### src/rtl/i2c_target_regs.sv
// I2C target with a NUM_REGS x 8 register bank and an auto-incrementing pointer.
// SCL/SDA are synchronised and debounced on clk. START/STOP are decoded from the
// filtered lines, and bus writes are mirrored to the local side as one-clk strobes.
module i2c_target_regs #(
    parameter logic [6:0]  DEV_ADDR   = 7'h42,
    parameter int unsigned NUM_REGS   = 16,
    parameter int unsigned FILTER_LEN = 3
) (
    input  logic       clk,
    input  logic       nReset,
    input  logic       scl_in,
    input  logic       sda_in,
    output logic       sda_oe,
    input  logic [7:0] loc_rd_addr,
    output logic [7:0] loc_rd_data,
    output logic       wr_pulse,
    output logic [7:0] wr_addr,
    output logic [7:0] wr_data,
    output logic       busy
);

    localparam int unsigned PW  = (NUM_REGS > 1) ? $clog2(NUM_REGS) : 1;
    localparam int unsigned FW  = (FILTER_LEN > 1) ? $clog2(FILTER_LEN) : 1;
    localparam logic [8:0]  NR9 = 9'(NUM_REGS);

    typedef enum logic [2:0] {
        S_IDLE, S_ADDR, S_PTR, S_WDATA, S_RDATA, S_IGNORE
    } state_t;

    // ACK slot tracking: armed after the 8th rise, driving after the next fall.
    typedef enum logic [1:0] {
        AK_NONE, AK_ARMED, AK_DRIVE
    } ack_t;

    logic [1:0]    r_scl_s, r_sda_s;
    logic [FW-1:0] r_scl_cnt, r_sda_cnt;
    logic          r_scl_f, r_sda_f, r_scl_fd, r_sda_fd;

    state_t        r_state;
    ack_t          r_ack_st;
    logic [3:0]    r_bitcnt;
    logic [7:0]    r_shift;
    logic [PW-1:0] r_ptr;
    logic [7:0]    r_bank [NUM_REGS];

    logic          w_scl_rise, w_scl_fall, w_start, w_stop;
    logic [7:0]    w_byte;
    logic [7:0]    w_load;
    logic [PW-1:0] w_ptr_next;

    assign w_scl_rise = r_scl_f & ~r_scl_fd;
    assign w_scl_fall = ~r_scl_f & r_scl_fd;
    assign w_start    = r_scl_f & r_scl_fd & r_sda_fd & ~r_sda_f;
    assign w_stop     = r_scl_f & r_scl_fd & ~r_sda_fd & r_sda_f;
    assign w_byte     = {r_shift[6:0], r_sda_f};
    assign w_load     = r_bank[r_ptr];
    assign w_ptr_next = (r_ptr == PW'(NUM_REGS - 1)) ? '0 : r_ptr + 1'b1;

    assign loc_rd_data = ({1'b0, loc_rd_addr} < NR9) ? r_bank[loc_rd_addr[PW-1:0]] : 8'h00;

    // Synchronise the pads, debounce each line, and keep the previous filtered level
    always_ff @(posedge clk) begin
        if (!nReset) begin
            r_scl_s   <= 2'b11;
            r_sda_s   <= 2'b11;
            r_scl_cnt <= '0;
            r_sda_cnt <= '0;
            r_scl_f   <= 1'b1;
            r_sda_f   <= 1'b1;
            r_scl_fd  <= 1'b1;
            r_sda_fd  <= 1'b1;
        end else begin
            r_scl_s  <= {r_scl_s[0], scl_in};
            r_sda_s  <= {r_sda_s[0], sda_in};
            r_scl_fd <= r_scl_f;
            r_sda_fd <= r_sda_f;

            if (r_scl_s[1] == r_scl_f) begin
                r_scl_cnt <= '0;
            end else if (r_scl_cnt == FW'(FILTER_LEN - 1)) begin
                r_scl_f   <= r_scl_s[1];
                r_scl_cnt <= '0;
            end else begin
                r_scl_cnt <= r_scl_cnt + 1'b1;
            end

            if (r_sda_s[1] == r_sda_f) begin
                r_sda_cnt <= '0;
            end else if (r_sda_cnt == FW'(FILTER_LEN - 1)) begin
                r_sda_f   <= r_sda_s[1];
                r_sda_cnt <= '0;
            end else begin
                r_sda_cnt <= r_sda_cnt + 1'b1;
            end
        end
    end

    // Protocol FSM: byte reception, ACK slots, read shifting and the register bank
    always_ff @(posedge clk) begin
        if (!nReset) begin
            r_state  <= S_IDLE;
            r_ack_st <= AK_NONE;
            r_bitcnt <= '0;
            r_shift  <= '0;
            r_ptr    <= '0;
            sda_oe   <= 1'b0;
            wr_pulse <= 1'b0;
            wr_addr  <= '0;
            wr_data  <= '0;
            busy     <= 1'b0;
            for (int unsigned i = 0; i < NUM_REGS; i++) begin
                r_bank[i] <= '0;
            end
        end else begin
            wr_pulse <= 1'b0;
            if (w_stop) begin
                r_state  <= S_IDLE;
                r_ack_st <= AK_NONE;
                r_bitcnt <= '0;
                sda_oe   <= 1'b0;
                busy     <= 1'b0;
            end else if (w_start) begin
                r_state  <= S_ADDR;
                r_ack_st <= AK_NONE;
                r_bitcnt <= '0;
                sda_oe   <= 1'b0;
            end else if (r_ack_st == AK_ARMED) begin
                if (w_scl_fall) begin
                    sda_oe   <= 1'b1;
                    r_ack_st <= AK_DRIVE;
                end
            end else if (r_ack_st == AK_DRIVE) begin
                // The fall ending our ACK either releases SDA or starts a read byte.
                if (w_scl_fall) begin
                    r_ack_st <= AK_NONE;
                    r_bitcnt <= '0;
                    if (r_state == S_RDATA) begin
                        r_shift <= w_load;
                        sda_oe  <= ~w_load[7];
                        r_ptr   <= w_ptr_next;
                    end else begin
                        sda_oe  <= 1'b0;
                    end
                end
            end else begin
                case (r_state)
                    S_ADDR, S_PTR, S_WDATA: begin
                        if (w_scl_rise) begin
                            r_shift  <= w_byte;
                            r_bitcnt <= r_bitcnt + 1'b1;
                            if (r_bitcnt == 4'd7) begin
                                case (r_state)
                                    S_ADDR: begin
                                        if (w_byte[7:1] == DEV_ADDR) begin
                                            busy     <= 1'b1;
                                            r_ack_st <= AK_ARMED;
                                            r_state  <= w_byte[0] ? S_RDATA : S_PTR;
                                        end else begin
                                            r_state  <= S_IGNORE;
                                        end
                                    end
                                    S_PTR: begin
                                        if ({1'b0, w_byte} < NR9) begin
                                            r_ptr    <= w_byte[PW-1:0];
                                            r_ack_st <= AK_ARMED;
                                            r_state  <= S_WDATA;
                                        end else begin
                                            r_state  <= S_IGNORE;
                                        end
                                    end
                                    default: begin
                                        r_bank[r_ptr] <= w_byte;
                                        wr_pulse      <= 1'b1;
                                        wr_addr       <= 8'(r_ptr);
                                        wr_data       <= w_byte;
                                        r_ptr         <= w_ptr_next;
                                        r_ack_st      <= AK_ARMED;
                                    end
                                endcase
                            end
                        end
                    end
                    S_RDATA: begin
                        // r_bitcnt counts master rises: 1..7 shift, 8 release, 9 reload.
                        if (w_scl_rise) begin
                            if (r_bitcnt < 4'd8) begin
                                r_bitcnt <= r_bitcnt + 1'b1;
                            end else if (r_bitcnt == 4'd8) begin
                                if (!r_sda_f) begin
                                    r_bitcnt <= 4'd9;
                                end else begin
                                    r_state  <= S_IGNORE;
                                    r_bitcnt <= '0;
                                end
                            end
                        end else if (w_scl_fall) begin
                            if (r_bitcnt >= 4'd1 && r_bitcnt <= 4'd7) begin
                                r_shift <= {r_shift[6:0], 1'b0};
                                sda_oe  <= ~r_shift[6];
                            end else if (r_bitcnt == 4'd8) begin
                                sda_oe  <= 1'b0;
                            end else if (r_bitcnt == 4'd9) begin
                                r_shift  <= w_load;
                                sda_oe   <= ~w_load[7];
                                r_ptr    <= w_ptr_next;
                                r_bitcnt <= '0;
                            end
                        end
                    end
                    S_IGNORE: sda_oe <= 1'b0;
                    default: ;
                endcase
            end
        end
    end

endmodule

### config.mk
export PLATFORM = sky130hd
export DESIGN_NAME = i2c_target_regs
export DESIGN_NICKNAME = d
export VERILOG_FILES = /design/src/rtl/i2c_target_regs.sv
export SDC_FILE = /design/constraint.sdc
export NUM_CORES = 1
export LEC_CHECK = 0
export CORE_UTILIZATION = 49
export DETAILED_ROUTE_END_ITERATION = 16
export PLACE_DENSITY = 0.69
export SLEW_MARGIN = 20
export SYNTH_ARGS = -nofsm -noshare
export SYNTH_HDL_FRONTEND = slang
export SYNTH_SLANG_ARGS = --single-unit
### constraint.sdc
create_clock -name clk -period 2.75 [get_ports clk]
set_clock_uncertainty 0.05 [all_clocks]
set_input_delay 0.55 -clock clk [delete_from_list [all_inputs] [get_ports clk]]
set_output_delay 0.55 -clock clk [all_outputs]
set_load 0.01 [all_outputs]
==> impl_metrics.yaml <==
placement:
  place_congestion: 0.982
  port_buffers: 34
  post-place-ws_ns: -0.583
  dp_hpwl_mm: 20.1
route:
  highest-signal-layer: "met4"
  wl_met2_mm: 12.8
  drt-initial-drc-count: 624
  drt-total-wl_mm: 27.3
  drc: 0
  wl_met1_mm: 11.3
  dr_wl_met3_mm: 2.25
  drt_pass1_iterations: 5
  vias: 6841
  vias_per_cell: 6.14
  ant_nets: 0
  wire_per_inst_microns: 24.5
pwr:
  combPwrFrac_pct: 6.4
  switching_share_pct: 24.4
  p_leak_nw: 3.93
  seqPwrFrac_pct: 51.6
  p_clk_share_pct: 42.1
  p_int_w: 0.00452
  power_density_nw_per_um2: 524
  power.switching_w: 0.00146
  peakVddDrop_v: 0.000462
clock_network:
  clock-sinks: 179
  postCtsHoldBufs: 0
  cts_buffers: 17
  clk_pin_slew_ns: 0.08
  clock_path_buffers: 2
  tritoncts: "done"
  h-tree-depth: 4
  cts_root_buf: "clkbuf_16"
  clk_latency_ns: 0.44
run_status:
  violations: "negative setup slack"
  status: "complete, but fails checks"
worst_setup_path:
  critPathRequiredTime_ns: 2.15
  r2r_cells: 6
  setup.worst_path.end_class: "primary output"
  regToRegSetupSlack_ns: 0.19
  timing.rr.end: "r_ptr[0]"
  worstPathArrival_ns: 2.21
  worstSetupStartpoint: "r_bank[14][5]"
  crit_fanout: 2
  reg2reg_from: "r_ack_st[0]"
  critPathKind: "reg2out"
  start_kind: "flip-flop"
sta:
  hold_viol: 0
  relSlewSlack_pct: 42.2
  fin_ws_ns: -0.0641
  fin_crit_sh_pct: 102
  tns_ns: -0.248
  rsz0062_at_grt: "true"
  worstMarginPinSlew_ns: 0.856
  fmax_mhz: 355
  period_minus_slack_ns: 2.81
  maxSlewViolCount: 0
  setup_viol: 8
floorplan:
  rows: 51
  core_area_sq_um: 19500
  io_pins: 39
  die_x_microns: 143
  start_util_pct: 50.2
  dieHeight_microns: 143
  die_area_sq_um: 20600
synthesis:
  ys.flop_type: "edfxtp_1"
  synthCells: 782
  yosys_warnings: 0
  netlist.area_leader.share_pct: 39.2
  ys_ff_latch: 179
  synthArstFlopShare_pct: 0
  syn_area_sq_um: 9810
  ys_top_cells_by_area: "edfxtp_1, mux4_2, dfxtp_1, and2_1, mux2i_1"
  synth-edff-count: 128
  ys_seq_area_share_pct: 49.6
  avgSynthCellArea_sq_um: 12.5
  yosys.cell_types.count: 77
  yosys.area.top_type: "edfxtp_1"
cells_and_area:
  diodes: 0
  area.sequential_sq_um: 4870
  synthToLayoutAreaGrowth_pct: 16.4
  multi_input_area_sq_um: 4560
  nets: 863
  drive_gt1_share_pct: 25.1
  fill_cells: 1568
run:
  max-cap-violations: 0
grt:
  grtUsageTotal_pct: 28.4
  overflow: 0
  antenna_found_initial: 1
  grt_max_degree: 38
  grt_pass1_vias: 6646
  grt_pass1_wl_mm: 41.4
min_path:
  min_from: "r_sda_s[0]"
  hold-path-cell-count: 1
  worst_hold_path_type: "reg2reg"
  holdPathEnd: "r_sda_s[1]"
==> critical path, stage by stage, from the launching register on <==
cell      delay, ns
edfxtp_1       0.48
mux4_2         0.50
mux4_2         0.48
nor2b_2        0.17
buf_2          0.13
==> synth_stat cells (5+ instances only) <==
library cell	n
a211oi_1	7
a31oi_1	6
nand2_1	50
nand3_1	13
dfxtp_1	51
a22oi_1	6
inv_1	19
and2_1	130
o21ai_0	24
xnor2_1	5
nor2_2	12
clkbuf_1	29
ha_1	15
mux2i_1	21
mux4_2	66
nor2b_1	13
buf_2	10
edfxtp_1	128
a21oi_1	32
mux2_2	5
nor2_1	22
buf_4	11
nand2b_1	14
buf_6	5
==> sequential cells by signal, indices dropped and copies added, names as in the netlist, 2 cells and up, named ones only <==
signal	cells
r_bank	128
r_shift	7
r_ptr	4
r_sda_s	2
r_ack_st	2
wr_data	8
r_bitcnt	4
wr_addr	4
r_scl_s	2
r_state	3
r_sda_cnt	2
r_scl_cnt	2
==> kinds of logic after synthesis <==
logic type               Yosys count  share of synthesized area [%]
other                              1                         0.0382
buffers and inverters             82                           4.33
XOR/XNOR                           6                          0.536
AND/OR/NAND/NOR                  295                           18.2
AO/OA/AOI/OAI                    110                           7.31
multiplexers                      92                           17.9
flip-flops                       179                           49.6
adder cells (fa/ha/maj)           17                           2.12
==> power groups by stage <==
stage / clock (W) / sequential [W] / combinational (W)
global route: 0.00264 / 0.00309 / 0.000405
floorplan: 0 / 0.00307 / 0.000240
global placement: 0 / 0.00314 / 0.000343
CTS: 0.00254 / 0.00308 / 0.000381
finish: 0.00252 / 0.00308 / 0.000381
detailed placement: 0 / 0.00314 / 0.000354
==> how the worst max path moves through the flow <==
stage	slack (ns)	endpoint	cells after the start
final	-0.06	loc_rd_data[5]	4
after global routing	-0.09	loc_rd_data[3]	4
after CTS	-0.04	loc_rd_data[3]	4
after detailed placement	-0.58	loc_rd_data[5]	6
after global placement	-0.57	loc_rd_data[7]	6
after floorplan	0.02	loc_rd_data[0]	5
==> placed cells by master, fill, tap and decap left out, types with 6 or more instances in the layout <==
master	instances
inv_1	19
nor2_1	22
mux4_2	66
mux2i_1	21
a21oi_1	32
nand2_1	50
clkbuf_16	17
edfxtp_1	128
nor2b_1	11
buf_2	7
a31oi_1	6
buf_4	44
nor2_2	12
dfxtp_1	50
buf_12	14
nand2b_1	14
o21ai_0	24
ha_1	15
and2_1	130
a22oi_1	6
clkdlybuf4s50_1	24
a211oi_1	7
nand3_1	13
==> area by class of cell <==
class | count | area share, %
multi-input combinational | 524 | 39.9
timing repair buffer | 94 | 8.54
sequential | 179 | 42.6
clock buffer | 17 | 3.73
inverter | 20 | 0.658
clock inverter | 15 | 1.63
tap | 265 | 2.90
==> through the flow <==
step,instance area [sq um],utilization (%),cells,hold slack (ns),total power [W]
after floorplan,9830,-,785,0.336,0.00331
after global placement,10700,54.5,1072,0.348,0.00349
after detailed placement,10700,54.5,1072,0.349,0.00349
after CTS,11400,58.3,1112,0.364,0.00600
after global routing,11400,58.5,1114,0.387,0.00613
final,11400,58.5,1114,0.360,0.00598
==> metal layers <==
layer / vias up / track usage [%]
li1: 3003 / -
met1: 3430 / 39.4
met2: 347 / 44.7
met3: 61 / 4.73
met4: 0 / 11.4
met5: - / 0
==> repair_timing <==
item / CTS / global route
setup buffers: 6 / 2
setup endpoints to repair: 8 / 45
gates resized for setup: 45 / 2
cloned: 2 / 0
Power figures use the tool's default switching activity.
